`config.mk`:
```
export PLATFORM = sky130hd
export DESIGN_NAME = qspi_target_axi_m_flat
export DESIGN_NICKNAME = d
export VERILOG_FILES = /design/src/rtl/qspi_target_pkg.sv /design/src/rtl/qspi_target_axi_m_if.sv /design/src/rtl/qspi_pin_sync.sv /design/src/rtl/qspi_target_axi_m.sv /design/src/flat_wrapper.sv
export SDC_FILE = /design/constraint.sdc
export NUM_CORES = 1
export LEC_CHECK = 0
export BUFFER_PORTS_ARGS = -buffer_cell sky130_fd_sc_hd__buf_2
export CAP_MARGIN = 10
export CORE_ASPECT_RATIO = 1.75
export CORE_MARGIN = 5
export CORE_UTILIZATION = 51
export DETAILED_ROUTE_END_ITERATION = 6
export PLACE_DENSITY = 0.89
export SLEW_MARGIN = 20
export SYNTH_ARGS = -nofsm -noshare
export SYNTH_HDL_FRONTEND = slang
export SYNTH_SLANG_ARGS = --single-unit
```
`constraint.sdc`:
```
create_clock -name aclk -period 2.95 [get_ports aclk]
set_input_delay 0.4425 -clock aclk [delete_from_list [all_inputs] [get_ports aclk]]
set_output_delay 0.4425 -clock aclk [all_outputs]
set_load 0.02 [all_outputs]
```
`src/rtl/qspi_target_pkg.sv`:
```
// Shared types and helpers for the QSPI target that bridges frames onto AXI4-lite.
package qspi_target_pkg;

    typedef enum logic [2:0] {
        IDLE, CMD, ADDR, WDATA, WR_AXI, DUMMY, RDATA, DRAIN
    } state_t;

    localparam logic [7:0] CMD_WRITE_DEF = 8'h02;
    localparam logic [7:0] CMD_READ_DEF  = 8'h0B;
    localparam logic [1:0] RESP_OKAY     = 2'b00;

    function automatic int addr_nibbles(input int aw);
        return aw / 4;
    endfunction

    function automatic int data_nibbles(input int dw);
        return dw / 4;
    endfunction

endpackage

```
`src/rtl/qspi_target_axi_m_if.sv`:
```
// AXI4-lite bus bundle; the QSPI target drives it through the m modport.
interface axi4_lite_if #(
    parameter int AW = 32,
    parameter int DW = 32
);
    logic [AW-1:0]       awaddr;
    logic [2:0]          awprot;
    logic                awvalid;
    logic                awready;
    logic [DW-1:0]       wdata;
    logic [(DW+7)/8-1:0] wstrb;
    logic                wvalid;
    logic                wready;
    logic [1:0]          bresp;
    logic                bvalid;
    logic                bready;
    logic [AW-1:0]       araddr;
    logic [2:0]          arprot;
    logic                arvalid;
    logic                arready;
    logic [DW-1:0]       rdata;
    logic [1:0]          rresp;
    logic                rvalid;
    logic                rready;

    modport m (
        output awaddr, awprot, awvalid, input awready,
        output wdata, wstrb, wvalid, input wready,
        input bresp, bvalid, output bready,
        output araddr, arprot, arvalid, input arready,
        input rdata, rresp, rvalid, output rready
    );

    modport s (
        input awaddr, awprot, awvalid, output awready,
        input wdata, wstrb, wvalid, output wready,
        output bresp, bvalid, input bready,
        input araddr, arprot, arvalid, output arready,
        output rdata, rresp, rvalid, input rready
    );
endinterface

```
`src/rtl/qspi_pin_sync.sv`:
```
// Two-flop synchronizers for the QSPI pins plus edge detection on the synced SCK/CSn.
module qspi_pin_sync (
    input  logic       aclk,
    input  logic       aresetn,
    input  logic       sck,
    input  logic       csn,
    input  logic [3:0] mosi,
    output logic       sck_rise,
    output logic       sck_fall,
    output logic       cs_active,
    output logic       cs_fall,
    output logic       cs_rise,
    output logic [3:0] mosi_s
);
    logic [1:0] sck_ff, csn_ff;
    logic [3:0] mosi_ff0, mosi_ff1;
    logic       sck_d, csn_d;

    // CSn resets to its idle-high level so reset release never looks like a frame start
    always_ff @(posedge aclk or negedge aresetn) begin
        if (!aresetn) begin
            sck_ff   <= 2'b00;
            csn_ff   <= 2'b11;
            mosi_ff0 <= '0;
            mosi_ff1 <= '0;
            sck_d    <= 1'b0;
            csn_d    <= 1'b1;
        end else begin
            sck_ff   <= {sck_ff[0], sck};
            csn_ff   <= {csn_ff[0], csn};
            mosi_ff0 <= mosi;
            mosi_ff1 <= mosi_ff0;
            sck_d    <= sck_ff[1];
            csn_d    <= csn_ff[1];
        end
    end

    assign sck_rise  =  sck_ff[1] & ~sck_d;
    assign sck_fall  = ~sck_ff[1] &  sck_d;
    assign cs_active = ~csn_ff[1];
    assign cs_fall   = ~csn_ff[1] &  csn_d;
    assign cs_rise   =  csn_ff[1] & ~csn_d;
    assign mosi_s    = mosi_ff1;
endmodule

```
`src/rtl/qspi_target_axi_m.sv`:
```
// QSPI flash-style target: each framed command becomes one AXI4-lite master access.
module qspi_target_axi_m
    import qspi_target_pkg::*;
#(
    parameter int         AW           = 32,
    parameter int         DW           = 32,
    parameter int         DUMMY_CYCLES = 4,
    parameter logic [7:0] CMD_WRITE    = CMD_WRITE_DEF,
    parameter logic [7:0] CMD_READ     = CMD_READ_DEF
) (
    input  logic       aclk,
    input  logic       aresetn,
    axi4_lite_if.m     bus,
    input  logic       SCK,
    input  logic       CSn,
    input  logic [3:0] MOSI,
    output logic [3:0] MISO,
    output logic       miso_oe,
    output logic       busy,
    output logic       err
);
    localparam int CW    = 8;
    localparam int A_NIB = addr_nibbles(AW);
    localparam int D_NIB = data_nibbles(DW);

    logic       sck_rise, sck_fall, cs_active, cs_fall, cs_rise;
    logic [3:0] mosi_s;

    qspi_pin_sync u_sync (
        .aclk      (aclk),
        .aresetn   (aresetn),
        .sck       (SCK),
        .csn       (CSn),
        .mosi      (MOSI),
        .sck_rise  (sck_rise),
        .sck_fall  (sck_fall),
        .cs_active (cs_active),
        .cs_fall   (cs_fall),
        .cs_rise   (cs_rise),
        .mosi_s    (mosi_s)
    );

    state_t        state;
    logic [CW-1:0] cnt;
    logic [3:0]    op_hi;
    logic          is_rd, rd_done, cs_hi;
    logic [AW-1:0] addr_q;
    logic [DW-1:0] data_q;
    logic          awv, wv, br, av, rr;
    logic          b_hs, r_hs;
    logic [7:0]    opcode;

    assign b_hs   = bus.bvalid & br;
    assign r_hs   = bus.rvalid & rr;
    assign opcode = {op_hi, mosi_s};

    assign bus.awaddr  = addr_q;
    assign bus.awprot  = 3'b000;
    assign bus.awvalid = awv;
    assign bus.wdata   = data_q;
    assign bus.wstrb   = '1;
    assign bus.wvalid  = wv;
    assign bus.bready  = br;
    assign bus.araddr  = addr_q;
    assign bus.arprot  = 3'b000;
    assign bus.arvalid = av;
    assign bus.rready  = rr;

    always_ff @(posedge aclk or negedge aresetn) begin
        if (!aresetn) begin
            state   <= IDLE;
            cnt     <= '0;
            op_hi   <= '0;
            is_rd   <= 1'b0;
            rd_done <= 1'b0;
            cs_hi   <= 1'b0;
            addr_q  <= '0;
            data_q  <= '0;
            awv     <= 1'b0;
            wv      <= 1'b0;
            br      <= 1'b0;
            av      <= 1'b0;
            rr      <= 1'b0;
            MISO    <= '0;
            miso_oe <= 1'b0;
            busy    <= 1'b0;
            err     <= 1'b0;
        end else begin
            // AXI channels complete on their own, whatever the frame does; br/rr mark outstanding
            if (awv && bus.awready) awv <= 1'b0;
            if (wv && bus.wready)   wv  <= 1'b0;
            if (av && bus.arready)  av  <= 1'b0;
            if (b_hs) begin
                br <= 1'b0;
                if (bus.bresp != RESP_OKAY) err <= 1'b1;
            end
            if (r_hs) begin
                rr <= 1'b0;
                if (bus.rresp != RESP_OKAY) err <= 1'b1;
                if (state == DUMMY) begin
                    data_q  <= bus.rdata;
                    rd_done <= 1'b1;
                end
            end

            if (cs_rise && (state inside {CMD, ADDR, WDATA, WR_AXI, DUMMY, RDATA})) begin
                state   <= DRAIN;
                cnt     <= '0;
                miso_oe <= 1'b0;
                MISO    <= '0;
            end else begin
                case (state)
                    IDLE: if (cs_fall) begin
                        state <= CMD;
                        cnt   <= '0;
                        busy  <= 1'b1;
                    end
                    CMD: if (sck_rise) begin
                        cnt <= cnt + 1'b1;
                        if (cnt == '0) op_hi <= mosi_s;
                        else begin
                            cnt <= '0;
                            if (opcode == CMD_WRITE) begin
                                is_rd <= 1'b0;
                                state <= ADDR;
                            end else if (opcode == CMD_READ) begin
                                is_rd <= 1'b1;
                                state <= ADDR;
                            end else begin
                                err   <= 1'b1;
                                state <= DRAIN;
                            end
                        end
                    end
                    ADDR: if (sck_rise) begin
                        addr_q <= {addr_q[AW-5:0], mosi_s};
                        cnt    <= cnt + 1'b1;
                        if (cnt == CW'(A_NIB - 1)) begin
                            cnt <= '0;
                            if (is_rd) begin
                                state   <= DUMMY;
                                av      <= 1'b1;
                                rr      <= 1'b1;
                                rd_done <= 1'b0;
                            end else state <= WDATA;
                        end
                    end
                    WDATA: if (sck_rise) begin
                        data_q <= {data_q[DW-5:0], mosi_s};
                        cnt    <= cnt + 1'b1;
                        if (cnt == CW'(D_NIB - 1)) begin
                            cnt   <= '0;
                            state <= WR_AXI;
                            awv   <= 1'b1;
                            wv    <= 1'b1;
                            br    <= 1'b1;
                        end
                    end
                    WR_AXI: if (b_hs) state <= DRAIN;
                    DUMMY: if (sck_rise) begin
                        cnt <= cnt + 1'b1;
                        if (cnt == CW'(DUMMY_CYCLES - 1)) begin
                            cnt     <= '0;
                            state   <= RDATA;
                            miso_oe <= 1'b1;
                            // A same-cycle R handshake still counts as in time
                            if (!rd_done && !r_hs) begin
                                data_q <= '1;
                                err    <= 1'b1;
                            end
                        end
                    end
                    RDATA: begin
                        if (sck_fall && cnt != CW'(D_NIB)) begin
                            MISO   <= data_q[DW-1 -: 4];
                            data_q <= {data_q[DW-5:0], 4'h0};
                            cnt    <= cnt + 1'b1;
                        end else if (sck_rise && cnt == CW'(D_NIB)) begin
                            state   <= DRAIN;
                            cnt     <= '0;
                            miso_oe <= 1'b0;
                            MISO    <= '0;
                        end
                    end
                    DRAIN: begin
                        if (!cs_active) cs_hi <= 1'b1;
                        // cs_hi with CSn low again means a new frame began while we waited
                        if (!br && !rr && (cs_hi || !cs_active)) begin
                            cs_hi <= 1'b0;
                            cnt   <= '0;
                            if (cs_active) state <= CMD;
                            else begin
                                state <= IDLE;
                                busy  <= 1'b0;
                            end
                        end
                    end
                    default: state <= IDLE;
                endcase
            end
        end
    end
endmodule

```
`src/flat_wrapper.sv`:
```
// flat-port wrapper written by rule: the top's interface ports become plain ports
module qspi_target_axi_m_flat import qspi_target_pkg::*;
#(
    parameter int         AW           = 32,
    parameter int         DW           = 32,
    parameter int         DUMMY_CYCLES = 4,
    parameter logic [7:0] CMD_WRITE    = CMD_WRITE_DEF,
    parameter logic [7:0] CMD_READ     = CMD_READ_DEF
)
  (aclk, aresetn, SCK, CSn, MOSI, MISO, miso_oe, busy, err, bus_awaddr, bus_awprot, bus_awvalid, bus_awready, bus_wdata, bus_wstrb, bus_wvalid, bus_wready, bus_bresp, bus_bvalid, bus_bready, bus_araddr, bus_arprot, bus_arvalid, bus_arready, bus_rdata, bus_rresp, bus_rvalid, bus_rready);
  axi4_lite_if #(.AW(AW), .DW(DW)) bus_i ();
  input  logic aclk;
  input  logic aresetn;
  input  logic SCK;
  input  logic CSn;
  input  logic [3:0] MOSI;
  output logic [3:0] MISO;
  output logic miso_oe;
  output logic busy;
  output logic err;
  output wire logic [$bits(bus_i.awaddr)-1:0] bus_awaddr;
  output wire logic [$bits(bus_i.awprot)-1:0] bus_awprot;
  output wire logic [$bits(bus_i.awvalid)-1:0] bus_awvalid;
  input wire logic [$bits(bus_i.awready)-1:0] bus_awready;
  output wire logic [$bits(bus_i.wdata)-1:0] bus_wdata;
  output wire logic [$bits(bus_i.wstrb)-1:0] bus_wstrb;
  output wire logic [$bits(bus_i.wvalid)-1:0] bus_wvalid;
  input wire logic [$bits(bus_i.wready)-1:0] bus_wready;
  input wire logic [$bits(bus_i.bresp)-1:0] bus_bresp;
  input wire logic [$bits(bus_i.bvalid)-1:0] bus_bvalid;
  output wire logic [$bits(bus_i.bready)-1:0] bus_bready;
  output wire logic [$bits(bus_i.araddr)-1:0] bus_araddr;
  output wire logic [$bits(bus_i.arprot)-1:0] bus_arprot;
  output wire logic [$bits(bus_i.arvalid)-1:0] bus_arvalid;
  input wire logic [$bits(bus_i.arready)-1:0] bus_arready;
  input wire logic [$bits(bus_i.rdata)-1:0] bus_rdata;
  input wire logic [$bits(bus_i.rresp)-1:0] bus_rresp;
  input wire logic [$bits(bus_i.rvalid)-1:0] bus_rvalid;
  output wire logic [$bits(bus_i.rready)-1:0] bus_rready;
  assign bus_awaddr = bus_i.awaddr;
  assign bus_awprot = bus_i.awprot;
  assign bus_awvalid = bus_i.awvalid;
  assign bus_i.awready = bus_awready;
  assign bus_wdata = bus_i.wdata;
  assign bus_wstrb = bus_i.wstrb;
  assign bus_wvalid = bus_i.wvalid;
  assign bus_i.wready = bus_wready;
  assign bus_i.bresp = bus_bresp;
  assign bus_i.bvalid = bus_bvalid;
  assign bus_bready = bus_i.bready;
  assign bus_araddr = bus_i.araddr;
  assign bus_arprot = bus_i.arprot;
  assign bus_arvalid = bus_i.arvalid;
  assign bus_i.arready = bus_arready;
  assign bus_i.rdata = bus_rdata;
  assign bus_i.rresp = bus_rresp;
  assign bus_i.rvalid = bus_rvalid;
  assign bus_rready = bus_i.rready;
  qspi_target_axi_m #(.AW(AW), .DW(DW), .DUMMY_CYCLES(DUMMY_CYCLES), .CMD_WRITE(CMD_WRITE), .CMD_READ(CMD_READ)) u_core (.aclk(aclk), .aresetn(aresetn), .bus(bus_i), .SCK(SCK), .CSn(CSn), .MOSI(MOSI), .MISO(MISO), .miso_oe(miso_oe), .busy(busy), .err(err));
endmodule
```
# --- After elaboration in Yosys (flattened, before gate mapping) ---
# Index checks and enable logic that the tools add are counted.
classes:
  n_eq_ne: 31
  reduce_logical: 36
  mux: 105
  n_bitwise: 12
  n_addsub: 1
op_table:
  columns: ["operator", "n"]
  rows:
  - ["two-way mux 32 bit", 8]
  - ["one-hot mux 32 bit (3 select lines)", 1]
  - ["two-way mux 8 bit", 11]
  - ["two-way mux 1 bit", 59]
  - ["two-way mux 3 bit", 17]
  - ["one-hot mux 8 bit (6 select lines)", 1]
  - ["one-hot mux 3 bit (8 select lines)", 1]
  - ["!= test 3 bit (second input constant)", 6]
  - ["== test 8 x 2 -> 1 bit (second input constant)", 2]
  - ["== test 8 x 4 -> 1 bit (second input constant)", 2]
  - ["two-way mux 4 bit", 4]
  - ["!= test 3 x 2 -> 1 bit (second input constant)", 5]
  - ["AND reduction 5 bit", 3]
  - ["AND reduction 13 bit", 1]
  - ["== test 3 bit (second input constant)", 4]
  - ["nonzero test 2 bit", 6]
  - ["logical AND 1 bit", 9]
  - ["!= test 3 x 1 -> 1 bit (second input constant)", 3]
  - ["adder 8 x 1 -> 8 bit (second input constant)", 1]
  - ["== test 8 x 3 -> 1 bit (second input constant)", 1]
  - ["logical NOT 8 bit", 1]
  - ["!= test 8 x 4 -> 1 bit (second input constant)", 1]
  - ["AND reduction 7 bit", 1]
  - ["nonzero test 7 bit", 1]
  - ["other kinds (17)", 36]
totals:
  inputBits: 49
  output_inout_bits: 118
  ff_bits: 108
  elab_cells: 208

# --- Logic depth before layout (Yosys ltp) ---
logic_depth:
  word_depth: 11
  depth_mapped: 9
  ltp_nobuf: 8

# --- By module ---
# From an unflattened synthesis, not the netlist that was laid out.
unflattened:
  cells_unflattened: 564
  area_unflattened_um2: 5321.4
modules_own_cells:
  columns: ["module", "n_inst", "cells_each", "area_each_um2"]
  rows:
  - ["qspi_target_axi_m", 1, 545, 4933.5]
  - ["qspi_pin_sync", 1, 19, 387.9]

# --- Worst setup path after synthesis ---
# No wires, ideal clock.
synth_path:
  path_kind: "flip-flop to flip-flop"
  startpoint: "reg u_core.cnt[0]"
  endpoint: "reg u_core.cnt[3]"
  arrival_ns: 2.044
  setup_time_ns: 0.069
  synth_period_minus_slack_ns: 2.112
  path_slack_ns: 0.838
  stages_incl_launch_ff: 9
  path_cell_list: "dfrtp_1 -> inv_1 -> ha_1 -> nor2b_2 -> a311oi_2 -> a22oi_1 -> a21o_1 -> or4_1 -> nand3_1"
synth_via:
  elab_chain_cells: 5
synth_rtl:
  columns: ["element", "line", "source"]
  rows:
  - ["start, declared", "qspi_target_axi_m.sv:44", "logic [CW-1:0] cnt;"]
  - ["start signal, assigned", "qspi_target_axi_m.sv:119", "cnt <= cnt + 1'b1;"]
  - ["start signal, assigned", "qspi_target_axi_m.sv:137", "cnt <= cnt + 1'b1;"]
  - ["start signal, assigned", "qspi_target_axi_m.sv:150", "cnt <= cnt + 1'b1;"]
  - ["adder 8 x 1 -> 8 bit (tied with other cells)", null, null]
  - ["two-way mux 8 bit (tied with other cells)", "qspi_target_axi_m.sv:162", "if (cnt == CW'(DUMMY_CYCLES - 1)) begin"]
  - ["two-way mux 8 bit (on tied branches)", null, null]
  - ["one-hot mux 8 bit (6 select lines)", "qspi_target_axi_m.sv:112", "case (state)"]
  - ["two-way mux 8 bit", "qspi_target_axi_m.sv:106", "if (cs_rise && (state inside {CMD, ADDR, WDATA, WR_AXI, DUMMY, RDATA})) begin"]
# Several ways; a longest one is shown, not always the timed one. The select of a mux whose other input is x is not followed.
# A chain may end at the register's enable or synchronous reset.

# --- Final worst setup path ---
layout_path:
  startpoint: "reg u_core.state[2]"
  endpoint: "reg u_core.addr_q[31], in the netlist u_core.bus.araddr[31]"
layout_via:
  elab_chain_cells: 5
layout_rtl:
  columns: ["element", "line", "source"]
  rows:
  - ["start, declared", "qspi_target_axi_m.sv:43", "state_t state;"]
  - ["start signal, assigned", "qspi_target_axi_m.sv:71", "state <= IDLE;"]
  - ["start signal, assigned", "qspi_target_axi_m.sv:107", "state <= DRAIN;"]
  - ["start signal, assigned", "qspi_target_axi_m.sv:114", "state <= CMD;"]
  - ["== test 3 x 1 -> 1 bit (tied with other cells)", "qspi_target_axi_m.sv:106", null]
  - ["nonzero test 6 bit", "qspi_target_axi_m.sv:106", null]
  - ["logical AND 1 bit", "qspi_target_axi_m.sv:106", null]
  - ["NOT 1 bit (no source line)", null, null]
  - ["AND reduction 3 bit (no source line) *", null, null]
  - ["end signal, assigned", "qspi_target_axi_m.sv:136", "addr_q <= {addr_q[AW-5:0], mosi_s};"]
  - ["end, declared", "qspi_target_axi_m.sv:47", "logic [AW-1:0] addr_q;"]
# Mark *: on every way between the ends. The rest lies on a longest branch, timed or not.

==> summary.txt <==
layout cells sized above 1: 39.86%
Register Area: 2706 sq um
post-route cell area: 6176 sq um
RSZ-0062 raised after global routing: false
most frequent CP cell: nor3_1
main combinational cell family by area after synthesis: compound AO/OA/AOI/OAI gates
DRC Markers: 0
Slew @ Worst Pin: 0.6792 ns
CP arrival: 2.80 ns
Filler cells: 823
Buffers on Ports: 156
critical path type: register to register
met3 WL: 666 um
endpoints failing hold: 0
Mean Syn Cell Area: 11.37 sq um
WL met2: 7221 um
Peak Freq: 390.0 MHz
Final setup viols: 0
drt pass-1 iters: 5
xor/xnor share of the synthesized area: 0.3312%
Worst path max stage delay: 0.60 ns
TritonCTS Sinks: 108
startpoint types: register
largest net degree at the start of global routing: 60
Pleak: 3.089 nW
placed cell area: 5887 sq um
maximum vdd drop: 603.2 uV
nets: 633
worst rel slew slack: 54.37%
wl on met1: 4754 um
Worst Hold Class: input port to asynchronous set/reset pin
routed wire length per instance: 18.23 um
clock slew at reported path FFs: 0.07 ns
post-CTS setup buffers: 0
nature of the critical path endpoint: register
Distinct cells, synth: 57
clock buffer depth: 2
Initial Util: 51.66%
EDFF count, synth: 0
prevailing post-synth register cell: dfrtp_1
sequential area share after synthesis: 51.17%
Critical-path top delay cell: nor3_1
Area Overhead vs Synth: 16.77%
hold_buf cts: 0
max-slew violation count: 0
Root Buffer: clkbuf_16
Netlist Area Pre-Place: 5289 sq um
post-route ant nets: 0
die area: 12590 sq um
Via-to-Cell Ratio: 5.748
diode count: 0
GP Congestion: 0.9113
first-pass GRT wire length: 21150 um
post-CTS sizing: 0
commonest non-fill, non-tap cell in the layout: buf_2
area of the multi-input gates: 2132 sq um
post-synthesis adder-cell area fraction: 0.4731%
H-tree levels: 3
GRT overflow: 0
Initial DRC Count: 239
I/O pins: 167
Buf/Inv on CP: 1
Critical Path RT: 3.19 ns
Clk Latency, worst-skew pair: 0.35 ns
DRT Wirelength: 13020 um
hold_ws: 0.1032 ns
die height: 144.7 um
critical path, cell by cell: nor3_1 > nor3_1 > nor4_4 > buf_4 > mux2_2
final HPWL from detailed placement: 9515 um
vias in the first global route: 4131
Compound-Gate Fraction of Synth Area: 15.61%
Die X: 86.98 um
Yosys warning total: 0
Crit path max-delay family: simple AND/OR/NAND/NOR gates
PD cells: 770.5 nW/um^2
period utilization: 86.92%
initial antenna violation count: 0
status: complete, no violations
post-layout minimum cycle time: 2.564 ns
Post-synth ARST share: 100.0%
DR top layer: met4
mux cell area share after synthesis: 13.91%
max-cap violation count: 0
Mapped Cells: 465
row count: 49
commonest non-fill, non-tap cells in the layout: buf_2 (155), dfrtp_1 (105), a21oi_1 (44)
Num CTS Buffers: 9
simple-gate share of the synthesized area: 8.943%
Final TNS setup: 0 ns
Total GRT Usage: 21.32%
total core area: 10240 sq um
count of state elements after synthesis: 108
final setup skew: 0.005633 ns
via count: 4104
crit-path max FO: 33
TritonCTS clock tree: done
-- cells in the mapped netlist, drive strengths merged (3+ instances only) --
| cell | n | share of area [%] |
|---|---|---|
| a21o | 5 | 0.78 |
| o21a | 3 | 0.45 |
| clkbuf | 9 | 1.2 |
| and3 | 3 | 0.38 |
| a21oi | 44 | 4.2 |
| nand3b | 4 | 0.57 |
| dfrtp | 105 | 50 |
| nor3b | 3 | 0.43 |
| mux2i | 33 | 6.2 |
| dfstp | 3 | 1.5 |
| nor4 | 5 | 1.2 |
| o21ai | 17 | 1.6 |
| nor2b | 3 | 0.40 |
| nor3 | 8 | 0.76 |
| o22ai | 33 | 3.9 |
| or3 | 3 | 0.35 |
| a22o | 8 | 1.3 |
| nand2 | 13 | 0.92 |
| and2b | 3 | 0.52 |
| mux2 | 36 | 7.7 |
| nor2 | 15 | 1.2 |
| inv | 11 | 0.78 |
| buf | 56 | 7.4 |
| nand3 | 13 | 1.2 |
-- flip-flops by register name, summed over array words and instances (netlist names), 2 cells and up --
signal / flops
u_core.u_sync.mosi_ff0: 4
u_core.u_sync.mosi_s: 4
u_core.bus.wdata: 32
u_core.u_sync.sck_ff: 2
u_core.MISO: 4
u_core.state: 3
u_core.u_sync.csn_ff: 2
u_core.op_hi: 4
u_core.bus.araddr: 32
u_core.cnt: 8
-- kinds of logic (layout without fill, tap and decap cells) --
group / Yosys count / in the layout
other: 2 / 10
adders and majority gates: 2 / 2
xor gates and xnor gates: 2 / 2
AOI/OAI and AO/OA: 126 / 126
DFF: 108 / 108
muxes: 69 / 69
buffers and inverters: 76 / 190
and+or+nand+nor: 80 / 80
-- report_power, final --
group | total [mW] | internal, mW | switching (mW) | leakage (nW)
combinational | 1.65 | 0.609 | 1.04 | 1.51
sequential | 1.94 | 1.70 | 0.244 | 1.44
clock | 1.17 | 0.591 | 0.574 | 0.140
-- final cells by class --
type | count | share of cell area, %
Sequential cell | 108 | 43.82
Clock buffer | 10 | 3.707
Inverter | 11 | 0.6686
Tap cell | 127 | 2.573
Multi-Input combinational cell | 289 | 34.52
Clock inverter | 6 | 0.9724
Timing Repair Buffer | 163 | 13.74
-- through the flow --
step / utilization (%) / power, mW / setup slack (ns) / cells
final: 60.32 / 4.758 / 0.3860 / 714
after global routing: 60.32 / 5.013 / 0.2761 / 714
after CTS: 60.32 / 4.760 / 0.4451 / 714
after detailed placement: 57.50 / 3.601 / 0.4898 / 698
after global placement: 57.50 / 3.547 / 0.5336 / 698
after floorplan: - / 3.168 / 0.8377 / 473
-- per-layer routing --
| layer | track usage, % | vias to the layer above |
|---|---|---|
| li1 | - | 1879 |
| met3 | 3.456 | 27 |
| met1 | 25.28 | 2050 |
| met5 | 0 | - |
| met2 | 36.92 | 148 |
| met4 | 10.76 | 0 |
-- worst paths after layout --
kind | startpoint | endpoint | slack (ns) | depth (start not counted)
setup reg to reg | u_core.state[2] | u_core.bus.araddr[31] | 0.39 | 5
setup / recovery | u_core.state[2] | u_core.bus.araddr[31] | 0.39 | 5
hold / removal | aresetn | u_core.u_sync.mosi_ff0[0] | 0.10 | 1
min in group aclk | CSn | u_core.u_sync.csn_ff[0] | 0.19 | 1
max in group asynchronous | aresetn | u_core.u_sync.csn_d | 2.06 | 2
hold reg to reg | u_core.u_sync.mosi_ff0[1] | u_core.u_sync.mosi_s[1] | 0.35 | 0
-- worst reg2reg max path, delay by kind of cell, from the launching register on --
kind / cells / cell delay (ns)
DFF: 1 / 0.56
buffers and inverters: 1 / 0.42
and+or+nand+nor: 3 / 1.06
muxes: 1 / 0.42
Note: power is estimated with default switching activity, not from simulation.
